### src/rtl/softmax_div_seq_if.sv
// Operand/result channel bundle for the sequential softmax divider.
// Handshake: a beat transfers on a rising edge where valid=1 and ready=1; valid and its data are held until that edge.
`timescale 1ns/1ps
interface softmax_div_seq_if #(
  parameter int QW = 8,
  parameter int DW = 32
);
  logic          in_valid;
  logic          in_ready;
  logic [QW-1:0] in_x;
  logic [DW-1:0] in_y;
  logic          out_valid;
  logic          out_ready;
  logic [QW-1:0] out_q;
  logic [DW-1:0] out_r;
  logic          out_dz;

  modport master (
    output in_valid, in_x, in_y, out_ready,
    input  in_ready, out_valid, out_q, out_r, out_dz
  );

  modport slave (
    input  in_valid, in_x, in_y, out_ready,
    output in_ready, out_valid, out_q, out_r, out_dz
  );
endinterface

### src/rtl/softmax_div_seq.sv
// Restoring divider producing one quotient bit per CALC cycle for softmax normalisation.
// The numerator is pre-shifted left by DW+1-QW so the quotient is a fraction of the divisor.
`timescale 1ns/1ps
module softmax_div_seq #(
  parameter int QW = 8,
  parameter int DW = 32
) (
  input  logic               clk,
  input  logic               rst,
  softmax_div_seq_if.slave   io,
  output logic               busy,
  output logic [1:0]         state_dbg
);
  localparam int SH = DW + 1 - QW;
  localparam int KW = (QW > 1) ? $clog2(QW) : 1;

  typedef enum logic [1:0] {
    IDLE = 2'd0,
    CALC = 2'd1,
    DONE = 2'd2
  } state_t;

  state_t        state, state_nx;
  logic [DW:0]   r;
  logic [DW:0]   r_sub;
  logic [DW-1:0] y;
  logic [QW-1:0] q;
  logic [KW-1:0] k;
  logic          dz;
  logic          ge;
  logic          accept;

  assign accept = (state == IDLE) && io.in_valid;
  assign ge     = (r >= {1'b0, y});
  assign r_sub  = ge ? (r - {1'b0, y}) : r;

  always_ff @(posedge clk) begin
    if (rst) state <= IDLE;
    else     state <= state_nx;
  end

  always_comb begin
    state_nx = state;
    case (state)
      IDLE:    if (io.in_valid) state_nx = CALC;
      CALC:    if (k == '0) state_nx = DONE;
      DONE:    if (io.out_ready) state_nx = IDLE;
      default: state_nx = IDLE;
    endcase
  end

  always_comb begin
    io.in_ready  = (state == IDLE);
    io.out_valid = (state == DONE);
    io.out_q     = (state == DONE) ? q : '0;
    io.out_r     = (state == DONE) ? r[DW:1] : '0;
    io.out_dz    = (state == DONE) ? dz : 1'b0;
    busy         = (state != IDLE);
    state_dbg    = state;
  end

  // Datapath only moves on accept and during CALC, so results hold through any DONE stall.
  always_ff @(posedge clk) begin
    if (rst) begin
      r  <= '0;
      y  <= '0;
      q  <= '0;
      k  <= '0;
      dz <= 1'b0;
    end else if (accept) begin
      y  <= io.in_y;
      r  <= {io.in_x, {SH{1'b0}}};
      q  <= '0;
      k  <= KW'(QW - 1);
      dz <= (io.in_y == '0);
    end else if (state == CALC) begin
      q[k] <= ge;
      r    <= {r_sub[DW-1:0], 1'b0};
      k    <= k - 1'b1;
    end
  end
endmodule

### src/flat_wrapper.sv
// flat-port wrapper written by rule: the top's interface ports become plain ports
module softmax_div_seq_flat 
#(
  parameter int QW = 8,
  parameter int DW = 32
)
  (clk, rst, busy, state_dbg, io_in_valid, io_in_x, io_in_y, io_out_ready, io_in_ready, io_out_valid, io_out_q, io_out_r, io_out_dz);
  softmax_div_seq_if #(.QW(QW), .DW(DW)) io_i ();
  input  logic clk;
  input  logic rst;
  output logic busy;
  output logic [1:0] state_dbg;
  input wire logic [$bits(io_i.in_valid)-1:0] io_in_valid;
  input wire logic [$bits(io_i.in_x)-1:0] io_in_x;
  input wire logic [$bits(io_i.in_y)-1:0] io_in_y;
  input wire logic [$bits(io_i.out_ready)-1:0] io_out_ready;
  output wire logic [$bits(io_i.in_ready)-1:0] io_in_ready;
  output wire logic [$bits(io_i.out_valid)-1:0] io_out_valid;
  output wire logic [$bits(io_i.out_q)-1:0] io_out_q;
  output wire logic [$bits(io_i.out_r)-1:0] io_out_r;
  output wire logic [$bits(io_i.out_dz)-1:0] io_out_dz;
  assign io_i.in_valid = io_in_valid;
  assign io_i.in_x = io_in_x;
  assign io_i.in_y = io_in_y;
  assign io_i.out_ready = io_out_ready;
  assign io_in_ready = io_i.in_ready;
  assign io_out_valid = io_i.out_valid;
  assign io_out_q = io_i.out_q;
  assign io_out_r = io_i.out_r;
  assign io_out_dz = io_i.out_dz;
  softmax_div_seq #(.QW(QW), .DW(DW)) u_core (.clk(clk), .rst(rst), .io(io_i), .busy(busy), .state_dbg(state_dbg));
endmodule
### config.mk
export PLATFORM = sky130hd
export DESIGN_NAME = softmax_div_seq_flat
export DESIGN_NICKNAME = d
export VERILOG_FILES = /design/src/rtl/softmax_div_seq_if.sv /design/src/rtl/softmax_div_seq.sv /design/src/flat_wrapper.sv
export SDC_FILE = /design/constraint.sdc
export NUM_CORES = 1
export LEC_CHECK = 0
export BUFFER_PORTS_ARGS = -buffer_cell sky130_fd_sc_hd__buf_2
export CAP_MARGIN = 15
export CORE_MARGIN = 8
export CORE_UTILIZATION = 63
export CTS_BUF_LIST = sky130_fd_sc_hd__clkbuf_4 sky130_fd_sc_hd__clkbuf_8
export DETAILED_ROUTE_END_ITERATION = 8
export GPL_ROUTABILITY_DRIVEN = 0
export HOLD_SLACK_MARGIN = 0.1
export PLACE_DENSITY = 0.88
export RECOVER_POWER = 100
export SLEW_MARGIN = 20
export SYNTH_ARGS = -nofsm -noshare
export SYNTH_HDL_FRONTEND = slang
export SYNTH_SLANG_ARGS = --single-unit
export TNS_END_PERCENT = 10
### constraint.sdc
create_clock -name clk -period 4.15 [get_ports clk]
set_input_delay 0 -clock clk [delete_from_list [all_inputs] [get_ports clk]]
set_output_delay 0 -clock clk [all_outputs]
set_load 0.02 [all_outputs]
==> reports/metrics.cfg <==
[status]
status = finished, violations left
violations = capacitance limit, slew limit

[clocking]
cts.sinks = 78
htreeDepth = 3
clkTransAtPathRegs_ns = 0.09
clk_path_buf_depth = 2
cts_tree = built
post_cts_resized = 0
cts_buffers = 9
cts_root_buf = clkbuf_8
insertion_delay_ns = 0.38

[power]
p_sw_w = 0.00160
swShare_pct = 46.5
power.density_nw_per_um2 = 523
clock_power_share_pct = 16.1
p_seq_share_pct = 26.8
power_frac_comb_pct = 57.1
power.total_w = 0.00343
peakVddDrop_mv = 0.344
p_int_w = 0.00184
p_leak_nw = 2.85

[sta]
final-hold-violation-count = 0
fin_worst_skew_ns = 0.0144
drv_slew = 41
fin_tns_setup_ns = 0
worst_pin_slew_ns = 1.87
min_period_ns = 3.57
slew_headroom_pct = -25.0
grt_setup_unrepaired = no
finalSetupViolCount = 0
fmax_mhz = 280
final.period_utilization_pct = 86.0

[synth]
yosysSeqAreaShare_pct = 29.0
synthAdderAreaFrac_pct = 8.26
synthMuxAreaShare_pct = 3.53
yosys.area_share.simple_pct = 24.4
synth_edf_count = 0
synth-compound-area-share_pct = 23.8
ys_top_cells_by_area = dfxtp_1 29%, a21oi_1 8.6%, ha_1 7.9%
synth_top_area_share_pct = 29.0
ys_types = 61
yosys.area.top_type = dfxtp_1
syn-instance-count = 732
ys.flop_type = dfxtp_1
syn_area_per_cell_um2 = 7.37
synth_xor_area_share_pct = 4.06
syn_area_um2 = 5390
yosys_warnings = 0
synth_fp_nets = 811
ys_ff_latch = 78
async_flop_share_pct = 0
synth_top_family_by_area = simple AND/OR/NAND/NOR gates

[floorplanning]
start_util_pct = 65.3
die_w_um = 109
fp.dieH_um = 109
io_pins = 90
die-area_um2 = 11800
coreArea_um2 = 8260
rows = 33

[job]
cap_violations = 1

[critical_path]
path_max_fanout = 20
cp.arrival_ns = 3.81
r2r_end = u_core.r[9]
critical_path_class = register to register
crit_chain = inv_1, ha_1, a21oi_1, o21ai_0, nor2_1, a32oi_2, nand3_1, a221oi_2, or2_0, buf_4, mux2i_1, a21oi_1
reg2reg_slack_ns = 0.58
crit_required_ns = 4.39
r2r_start = u_core.y[18]
end_kind = register
startpoint = u_core.y[18]
worstSetupStartpointType = register
cp_slowest_stage_delay_ns = 0.47
slowest_stage = or2_0
crit_path_frequent_cell = a21oi_1
reg2regPathDepth = 12

[final_layout]
drive_above_1_share_pct = 12.0
nFillCells = 550
area_delta_synth_final_pct = 21.7
nNetsFinal = 938
multiInputGateArea_um2 = 3460
antennaDiodeCount = 0
final_cell_area_um2 = 6560
final_util_pct = 79.5
seq_area_um2 = 1560

[route]
drcViolationCount = 0
antenna_left = 0
drt-pass1-iter-count = 7
drt_iter0_drc = 526
via_per_inst = 6.32
vias = 6124
wl_per_cell_um = 18.7
wirelength_um = 18200

[global_routing]
grt_max_degree = 44
grt_antenna_before_repair = 0
use_met3_pct = 8.15
grtUsageMet2_pct = 51.8
grt_pass1_wl_um = 29500
grt_pass1_vias = 6108
grt_use_total_pct = 31.0
grt_overflow = 0
met1_usage_pct = 35.4
busiest_layer = met2

[hold_path]
min_path_type = input port to register
min_path_cells = 5
min_from = io_in_x[3]
whs_endpoint = u_core.r[28]

[placed_design]
hpwl_um = 11900
portBuffers = 89
place_area_um2 = 5840

kinds of logic after synthesis:
group,count (synthesis)
and+or+nand+nor,275
xor gates and xnor gates,25
DFF,78
adders and majority gates,35
muxes,19
buffers and inverters,86
AOI/OAI and AO/OA,214
how the worst max path moves through the flow:
stage / to / slack [ns] / cells past startpoint
finish: u_core.r[9] / 0.58 / 12
global route: u_core.r[17] / 0.37 / 12
CTS: u_core.r[9] / 0.83 / 12
detailed placement: u_core.r[9] / 0.83 / 12
global placement: u_core.r[5] / 1.02 / 12
floorplan: u_core.r[27] / 1.52 / 13
through the flow:
| stage | setup WS (ns) | std cells | hold slack (ns) |
|---|---|---|---|
| detailed placement | 0.832 | 895 | 0.258 |
| floorplan | 1.52 | 732 | 0.136 |
| finish | 0.582 | 969 | 0.147 |
| CTS | 0.832 | 969 | 0.101 |
| global route | 0.374 | 969 | 0.187 |
| global placement | 1.02 | 895 | 0.249 |
cell usage in the layout, fill, tap and decap left out, drive strengths merged, types with 18 or more instances in the layout:
cell type    synthesis  routed
dlygate4sd3          0      58
xnor2               18      18
dfxtp               78      78
o21ai               48      48
inv                 47      50
buf                 10      79
ha                  34      34
mux2i               19      19
a21oi               93      93
clkbuf              29      27
nand3               22      22
nand2              104     104
and2                45      45
nor2                46      46
what timing repair did:
action                                 CTS  global route
buffers inserted                         0             0
hold buffers                            58             0
endpoints found under the hold margin   44             0
final cells by class:
type / count / share of cell area (%)
tap: 105 / 2.00
clock buffer: 9 / 1.89
multi-input combinational: 568 / 52.7
sequential: 78 / 23.8
inverter: 47 / 2.69
timing repair buffer: 155 / 16.1
clock inverter: 7 / 0.839
critical path, delay by kind of cell (launching register included):
kind / cells / cell delay, ns
DFF: 1 / 0.35
buffers and inverters: 2 / 0.49
and+or+nand+nor: 3 / 0.75
AOI/OAI and AO/OA: 5 / 1.14
adders and majority gates: 1 / 0.45
muxes: 1 / 0.25
power groups by stage:
stage	Clock [W]	Sequential, W	Combinational (W)
after floorplan	0	0.000906	0.00154
after global routing	0.000578	0.000930	0.00212
final	0.000553	0.000921	0.00196
after detailed placement	0	0.000932	0.00182
after CTS	0.000550	0.000915	0.00188
after global placement	0	0.000926	0.00175
per-layer routing:
layer | vias to the layer above | wire [um]
met2 | 411 | 8770
li1 | 2829 | -
met5 | - | 0
met3 | 86 | 1840
met1 | 2798 | 6760
met4 | 0 | 777
cell usage after synthesis, types with 6 or more instances:
cell,count
nand2_1,104
a21oi_1,93
dfxtp_1,78
inv_1,47
nor2_1,46
o21ai_0,44
and2_1,43
ha_1,34
clkbuf_1,29
nand3_1,22
mux2i_1,19
xnor2_1,18
nor3_1,14
a211oi_1,11
a21o_1,9
nor4_1,9
a31oi_1,8
and3_1,8
nand4_1,8
xor2_1,7
o21a_1,6
registers in the layout, summed over array words and instances (netlist names):
signal,flops
u_core.k,3
u_core.state_dbg,2
u_core.y,32
u_core.r,32
u_core.q,8
u_core.dz,1
Power figures use the tool's default switching activity.
